## config.mk

```make
export PLATFORM = sky130hd
export DESIGN_NAME = video_burst_reader_flat
export DESIGN_NICKNAME = d
export VERILOG_FILES = /design/src/rtl/video_pkg.sv /design/src/rtl/video_burst_reader_if.sv /design/src/rtl/burst_req_slot.sv /design/src/rtl/video_burst_reader.sv /design/src/flat_wrapper.sv
export SDC_FILE = /design/constraint.sdc
export NUM_CORES = 1
export LEC_CHECK = 0
export ABC_AREA = 0
export BUFFER_PORTS_ARGS = -buffer_cell sky130_fd_sc_hd__buf_2
export CORE_MARGIN = 8
export CORE_UTILIZATION = 52
export DETAILED_ROUTE_END_ITERATION = 6
export PLACE_DENSITY = 0.76
export SETUP_SLACK_MARGIN = 0.15
export SYNTH_ARGS = -nofsm -noshare
export SYNTH_HDL_FRONTEND = slang
export SYNTH_SLANG_ARGS = --single-unit
```

## constraint.sdc

```tcl
create_clock -name clk_sys_131_072 -period 2.43 [get_ports clk_sys_131_072]
set_input_delay 0.6075 -clock clk_sys_131_072 [delete_from_list [all_inputs] [get_ports clk_sys_131_072]]
set_output_delay 0.6075 -clock clk_sys_131_072 [all_outputs]
set_load 0.005 [all_outputs]
```

## src/rtl/video_pkg.sv

```systemverilog
`default_nettype none
// ============================================================================
//  Module      : video_pkg
//  Description : Shared types and defaults for the video burst reader.
//  Revision    : 1.0 - initial release
// ============================================================================
package video_pkg;

  localparam int DEF_ADDR_W    = 25;
  localparam int DEF_BURST_LEN = 8;

  typedef enum logic [1:0] {
    ST_IDLE   = 2'd0,
    ST_REQ    = 2'd1,
    ST_STREAM = 2'd2,
    ST_DRAIN  = 2'd3
  } state_e;

endpackage
`default_nettype wire

```

## src/rtl/video_burst_reader_if.sv

```systemverilog
`default_nettype none
// ============================================================================
//  Module      : video_burst_reader_if
//  Description : Burst request/data bus between the reader and the SDRAM
//                controller. master = reader side, slave = controller side.
//  Revision    : 1.0 - initial release
// ============================================================================
interface video_burst_reader_if #(
  parameter int ADDR_W = video_pkg::DEF_ADDR_W
) ();

  logic              mem_req;
  logic [ADDR_W-1:0] mem_addr;
  logic              mem_ack;
  logic              mem_valid;
  logic [15:0]       mem_data;
  logic              mem_stop;
  logic              mem_done;

  modport master (
    output mem_req, mem_addr, mem_stop,
    input  mem_ack, mem_valid, mem_data, mem_done
  );

  modport slave (
    input  mem_req, mem_addr, mem_stop,
    output mem_ack, mem_valid, mem_data, mem_done
  );

endinterface
`default_nettype wire

```

## src/rtl/burst_req_slot.sv

```systemverilog
`default_nettype none
// ============================================================================
//  Module      : burst_req_slot
//  Description : One-deep pending request holder. A new load while full
//                replaces the address (latest wins) and pulses dropped.
//  Revision    : 1.0 - initial release
// ============================================================================
module burst_req_slot
  import video_pkg::*;
#(
  parameter int ADDR_W = DEF_ADDR_W
) (
  input  logic              clk,
  input  logic              rst_n,
  input  logic              load,
  input  logic [ADDR_W-1:0] load_addr,
  input  logic              clear,
  output logic              pend_valid,
  output logic [ADDR_W-1:0] pend_addr,
  output logic              dropped
);

  logic              valid_q, valid_d;
  logic [ADDR_W-1:0] addr_q, addr_d;
  logic              dropped_q, dropped_d;

  // Clear wins over load: a load coinciding with clear is the request being
  // served directly, so the slot ends up empty either way.
  always_comb begin
    valid_d   = clear ? 1'b0 : (valid_q | load);
    addr_d    = load ? load_addr : addr_q;
    dropped_d = load & valid_q;
  end

  // Slot registers
  always_ff @(posedge clk or negedge rst_n) begin
    if (!rst_n) begin
      valid_q   <= 1'b0;
      addr_q    <= '0;
      dropped_q <= 1'b0;
    end else begin
      valid_q   <= valid_d;
      addr_q    <= addr_d;
      dropped_q <= dropped_d;
    end
  end

  assign pend_valid = valid_q;
  assign pend_addr  = addr_q;
  assign dropped    = dropped_q;

endmodule
`default_nettype wire

```

## src/rtl/video_burst_reader.sv

```systemverilog
`default_nettype none
// ============================================================================
//  Module      : video_burst_reader
//  Description : Turns one-cycle burst requests from the video stage into
//                SDRAM controller bursts and forwards the returned words with
//                one cycle of latency. Supports early termination and one
//                queued request.
//  Revision    : 1.0 - initial release
// ============================================================================
module video_burst_reader
  import video_pkg::*;
#(
  parameter int BURST_LEN = DEF_BURST_LEN,
  parameter int ADDR_W    = DEF_ADDR_W
) (
  input  logic                 clk_sys_131_072,
  input  logic                 reset_n,
  input  logic                 sd_rd,
  input  logic [ADDR_W-1:0]    sd_rd_addr,
  input  logic                 sd_end_burst,
  output logic                 sd_data_available,
  output logic [15:0]          sd_out,
  output logic                 req_dropped,
  video_burst_reader_if.master mem
);

  localparam int              CNT_W    = $clog2(BURST_LEN) + 1;
  localparam logic [CNT_W-1:0] LAST_CNT = CNT_W'(BURST_LEN);

  state_e            state_q, state_d;
  logic              mem_req_q, mem_req_d;
  logic [ADDR_W-1:0] mem_addr_q, mem_addr_d;
  logic              mem_stop_q, mem_stop_d;
  logic              sd_data_available_q, sd_data_available_d;
  logic [15:0]       sd_out_q, sd_out_d;
  logic [CNT_W-1:0]  cnt_q, cnt_d;
  logic [CNT_W-1:0]  cnt_inc;
  logic              burst_over;
  logic              slot_load, slot_clear;
  logic              pend_valid;
  logic [ADDR_W-1:0] pend_addr;

  // Requests arriving while busy are parked in the slot
  assign slot_load = sd_rd && (state_q != ST_IDLE);
  assign cnt_inc   = cnt_q + CNT_W'(1);

  burst_req_slot #(.ADDR_W(ADDR_W)) u_slot (
    .clk        (clk_sys_131_072),
    .rst_n      (reset_n),
    .load       (slot_load),
    .load_addr  (sd_rd_addr),
    .clear      (slot_clear),
    .pend_valid (pend_valid),
    .pend_addr  (pend_addr),
    .dropped    (req_dropped)
  );

  // Next-state and registered-output logic
  always_comb begin
    state_d             = state_q;
    mem_req_d           = mem_req_q;
    mem_addr_d          = mem_addr_q;
    mem_stop_d          = 1'b0;
    sd_data_available_d = 1'b0;
    sd_out_d            = sd_out_q;
    cnt_d               = cnt_q;
    burst_over          = 1'b0;
    slot_clear          = 1'b0;

    unique case (state_q)
      ST_REQ: begin
        if (mem.mem_ack) begin
          mem_req_d = 1'b0;
          cnt_d     = '0;
          state_d   = ST_STREAM;
        end
      end
      ST_STREAM: begin
        if (mem.mem_valid) begin
          sd_out_d            = mem.mem_data;
          sd_data_available_d = 1'b1;
          cnt_d               = cnt_inc;
        end
        // A controller-side end beats everything; the last word suppresses
        // an early-end request so no stop is sent for a finished burst.
        if (mem.mem_done) begin
          burst_over = 1'b1;
        end else if (mem.mem_valid && (cnt_inc == LAST_CNT)) begin
          state_d = ST_DRAIN;
        end else if (sd_end_burst) begin
          mem_stop_d = 1'b1;
          state_d    = ST_DRAIN;
        end
      end
      ST_DRAIN: begin
        if (mem.mem_done) begin
          burst_over = 1'b1;
        end
      end
      default: ;
    endcase

    if (burst_over) begin
      state_d = ST_IDLE;
    end

    // Launch a request from idle or straight off the end of a burst; a fresh
    // sd_rd is newer than anything in the slot, so it takes priority.
    if (((state_q == ST_IDLE) || burst_over) && (sd_rd || pend_valid)) begin
      mem_addr_d = sd_rd ? sd_rd_addr : pend_addr;
      mem_req_d  = 1'b1;
      slot_clear = 1'b1;
      state_d    = ST_REQ;
    end
  end

  // FSM state and output registers
  always_ff @(posedge clk_sys_131_072 or negedge reset_n) begin
    if (!reset_n) begin
      state_q             <= ST_IDLE;
      mem_req_q           <= 1'b0;
      mem_addr_q          <= '0;
      mem_stop_q          <= 1'b0;
      sd_data_available_q <= 1'b0;
      sd_out_q            <= '0;
      cnt_q               <= '0;
    end else begin
      state_q             <= state_d;
      mem_req_q           <= mem_req_d;
      mem_addr_q          <= mem_addr_d;
      mem_stop_q          <= mem_stop_d;
      sd_data_available_q <= sd_data_available_d;
      sd_out_q            <= sd_out_d;
      cnt_q               <= cnt_d;
    end
  end

  assign mem.mem_req        = mem_req_q;
  assign mem.mem_addr       = mem_addr_q;
  assign mem.mem_stop       = mem_stop_q;
  assign sd_data_available  = sd_data_available_q;
  assign sd_out             = sd_out_q;

endmodule
`default_nettype wire

```

## src/flat_wrapper.sv

```systemverilog
// flat-port wrapper written by rule: the top's interface ports become plain ports
module video_burst_reader_flat import video_pkg::*;
#(
  parameter int BURST_LEN = DEF_BURST_LEN,
  parameter int ADDR_W    = DEF_ADDR_W
)
  (clk_sys_131_072, reset_n, sd_rd, sd_rd_addr, sd_end_burst, sd_data_available, sd_out, req_dropped, mem_mem_req, mem_mem_addr, mem_mem_stop, mem_mem_ack, mem_mem_valid, mem_mem_data, mem_mem_done);
  video_burst_reader_if #(.ADDR_W(ADDR_W)) mem_i ();
  input  logic clk_sys_131_072;
  input  logic reset_n;
  input  logic sd_rd;
  input  logic [ADDR_W-1:0] sd_rd_addr;
  input  logic sd_end_burst;
  output logic sd_data_available;
  output logic [15:0] sd_out;
  output logic req_dropped;
  output wire logic [$bits(mem_i.mem_req)-1:0] mem_mem_req;
  output wire logic [$bits(mem_i.mem_addr)-1:0] mem_mem_addr;
  output wire logic [$bits(mem_i.mem_stop)-1:0] mem_mem_stop;
  input wire logic [$bits(mem_i.mem_ack)-1:0] mem_mem_ack;
  input wire logic [$bits(mem_i.mem_valid)-1:0] mem_mem_valid;
  input wire logic [$bits(mem_i.mem_data)-1:0] mem_mem_data;
  input wire logic [$bits(mem_i.mem_done)-1:0] mem_mem_done;
  assign mem_mem_req = mem_i.mem_req;
  assign mem_mem_addr = mem_i.mem_addr;
  assign mem_mem_stop = mem_i.mem_stop;
  assign mem_i.mem_ack = mem_mem_ack;
  assign mem_i.mem_valid = mem_mem_valid;
  assign mem_i.mem_data = mem_mem_data;
  assign mem_i.mem_done = mem_mem_done;
  video_burst_reader #(.BURST_LEN(BURST_LEN), .ADDR_W(ADDR_W)) u_core (.clk_sys_131_072(clk_sys_131_072), .reset_n(reset_n), .sd_rd(sd_rd), .sd_rd_addr(sd_rd_addr), .sd_end_burst(sd_end_burst), .sd_data_available(sd_data_available), .sd_out(sd_out), .req_dropped(req_dropped), .mem(mem_i));
endmodule
```

==> results.json <==
{
  "hpwlAfterDp_um": 5141,
  "first_global_vias": 2527,
  "r2r_end": "u_core.state_q[0]$_DFFE_PN0P_",
  "drt_wl_total_um": 7071,
  "antenna_found_initial": 0,
  "final_core_util": 0.6584,
  "grt-ovfl-total": 0,
  "synthTopCellsByCount": "dfrtp_1, o21ai_0, nand2_1",
  "htreeDepth": 3,
  "synth_area_leaders": "dfrtp_1, mux2_2, mux2i_1",
  "path_max_fanout": 9,
  "via_per_inst": 5.226,
  "portBuffers": 92,
  "nets": 416,
  "period_minus_slack_ps": 1967,
  "cts-root-buf": "clkbuf_8",
  "fin_setup_tns_ps": 0,
  "cts_resized": 0,
  "cts_made_buffers": 9,
  "required_ps": 2680,
  "worstSetupPathType": "register to register",
  "critPathArrivalTime_ps": 2220,
  "synth_area_um2": 3339,
  "diodes": 0,
  "place_area_um2": 3897,
  "setup_viol": 0,
  "path_clk_slew_ps": 70,
  "final_area_um2": 4133,
  "outcome": "complete, no violations",
  "cts_tree": "done",
  "drive_gt1_frac": 0.4027,
  "finalHoldViolations": 0,
  "startpoint_type": "register",
  "synth_most_common_cell": "dfrtp_1",
  "critPathLaunch": "u_core.state_q[1]$_DFFE_PN0P_",
  "drt_pass1_iterations": 4,
  "netlist.area_leader.share": 0.5770,
  "tightest_slew_ps": 497.5,
  "clk_latency_ps": 340,
  "post-synth-top-area-cell": "dfrtp_1",
  "async_flop_share": 1.000,
  "start_util": 0.5320,
  "grt_setup_unrepaired": "false",
  "die_x_um": 96.14,
  "crit_path_end": "u_core.state_q[0]$_DFFE_PN0P_",
  "reg2reg_depth": 6,
  "drc": 0,
  "grt_max_degree": 42,
  "routabilityCongestion": 0.7491,
  "die_h_um": 96.14,
  "core_area_um2": 6277,
  "ant_nets": 0,
  "fp-row-count": 29,
  "ys_warn_count": 0,
  "vias": 2310,
  "synth-seq-cells": 77,
  "ff2ff_setup_slack_ps": 460,
  "ctsHoldBuffers": 0,
  "r2r_start": "u_core.state_q[1]$_DFFE_PN0P_",
  "ir_worst_vdd_mv": 0.7673,
  "pre_cts_slack_ps": 534.0,
  "yosysSeqAreaShare": 0.5770,
  "synth_cell_types": 33,
  "maxSlewViolCount": 0,
  "synth_cells": 268,
  "die_area_um2": 9242,
  "hp-class": "primary input to asynchronous set/reset pin",
  "track_usage": 0.1636,
  "setup_ws_ps": 462.8,
  "p_per_area_nw_per_um2": 1234,
  "clock_sinks": 77,
  "endpoint_kind": "register",
  "syn_area_per_cell_um2": 12.46,
  "cap_violations": 0,
  "fin_crit_sh": 0.8095,
  "clk_path_buf_depth": 2,
  "fmax_mhz": 508.3,
  "ios": 93,
  "ys.flop_type": "dfrtp_1",
  "cts_setup_buffers": 0,
  "syn_nets": 322,
  "grt_pass1_wl_um": 11610,
  "wl_per_cell_um": 16.00,
  "area_growth_pct": 23.75,
  "synth-edff-count": 0,
  "p_leak_nw": 2.046,
  "finClkSkew_ps": 9.472,
  "dr.first_iter.drc_count": 49,
  "max_slew_margin": 0.6683
}
flip-flops by register name (all words and copies together), names as in the netlist:
signal and cells:
u_core.cnt_q 4, u_core.sd_data_available 1, u_core.mem.mem_addr 25, u_core.mem.mem_stop 1, u_core.sd_out 16, u_core.u_slot.pend_valid 1
u_core.mem.mem_req 1, u_core.state_q 2, u_core.u_slot.dropped 1, u_core.u_slot.pend_addr 25
layout make-up:
cell class / instances / area (um^2)
repair buffers: 98 / 533.0
inverters: 6 / 22.52
clock inverters: 4 / 97.59
multi-input cells: 170 / 1319
clock buffers: 10 / 137.6
fillers: 502 / 2145
well taps: 77 / 96.34
flip-flops and latches: 77 / 1927
logic make-up (layout without fill, tap and decap cells):
kind of cell | Yosys count | count (layout) | synth area share
muxes | 66 | 66 | 0.2132
and+or+nand+nor | 52 | 52 | 0.07194
xor gates and xnor gates | 2 | 2 | 0.005246
DFF | 77 | 77 | 0.5770
AOI/OAI and AO/OA | 44 | 44 | 0.07793
buffers and inverters | 21 | 118 | 0.03222
adders and majority gates | 6 | 6 | 0.02248
stage by stage:
stage | cells | hold WS [ps] | total power [W]
floorplan | 268 | 311.9 | 0.003280
global placement | 428 | 454.6 | 0.003911
detailed placement | 428 | 460.9 | 0.004022
CTS | 442 | 239.1 | 0.005180
global route | 442 | 268.7 | 0.005484
finish | 442 | 232.6 | 0.005101
cells in the final DEF, fill, tap and decap left out, types with 2 or more instances in the layout:
| cell | count |
|---|---|
| o2111a_1 | 2 |
| bufinv_16 | 3 |
| a21oi_1 | 2 |
| nand3_1 | 5 |
| o21ai_0 | 34 |
| ha_1 | 6 |
| buf_12 | 2 |
| a22o_1 | 3 |
| mux2_2 | 31 |
| buf_4 | 5 |
| mux2i_1 | 25 |
| nand2b_1 | 2 |
| dfrtp_1 | 77 |
| nand2_1 | 32 |
| inv_1 | 6 |
| nor2_1 | 3 |
| mux2_1 | 10 |
| buf_2 | 91 |
| clkbuf_8 | 10 |
worst max-delay path: stages, from the launching register on:
cell and delay [ps]:
dfrtp_1 450, inv_1 180, ha_1 230, nand2b_1 200, and2_4 220, or4_1 400
a31oi_1 200
power by group:
part           total, W  internal (W)  switching [W]  leakage (nW)
clock network   0.00114      0.000699       0.000442         0.114
logic           0.00174      0.000911       0.000831         0.998
registers       0.00222       0.00189       0.000326         0.934
layer usage:
layer / part of all wire / vias to the layer above / wire length [um] / track usage
li1: - / 1116 / - / -
met1: 0.41 / 1111 / 2904 / 0.1921
met2: 0.48 / 75 / 3405 / 0.2599
met3: 0.095 / 8 / 669 / 0.06396
met4: 0.013 / 0 / 92 / 0.07298
met5: 0 / - / 0 / 0
worst min path at each step:
stage	endpoint	slack, ps	depth (start not counted)
final	u_core.cnt_q[3]$_DFFE_PN0P_	230	1
after floorplan	u_core.cnt_q[0]$_DFFE_PN0P_	310	0
after global routing	u_core.mem.mem_addr[20]$_DFFE_PN0P_	270	1
after CTS	u_core.mem.mem_addr[20]$_DFFE_PN0P_	240	1
after detailed placement	u_core.mem.mem_req$_DFFE_PN0P_	460	2
after global placement	u_core.mem.mem_req$_DFFE_PN0P_	450	2
(Power assumes the default switching activity.)
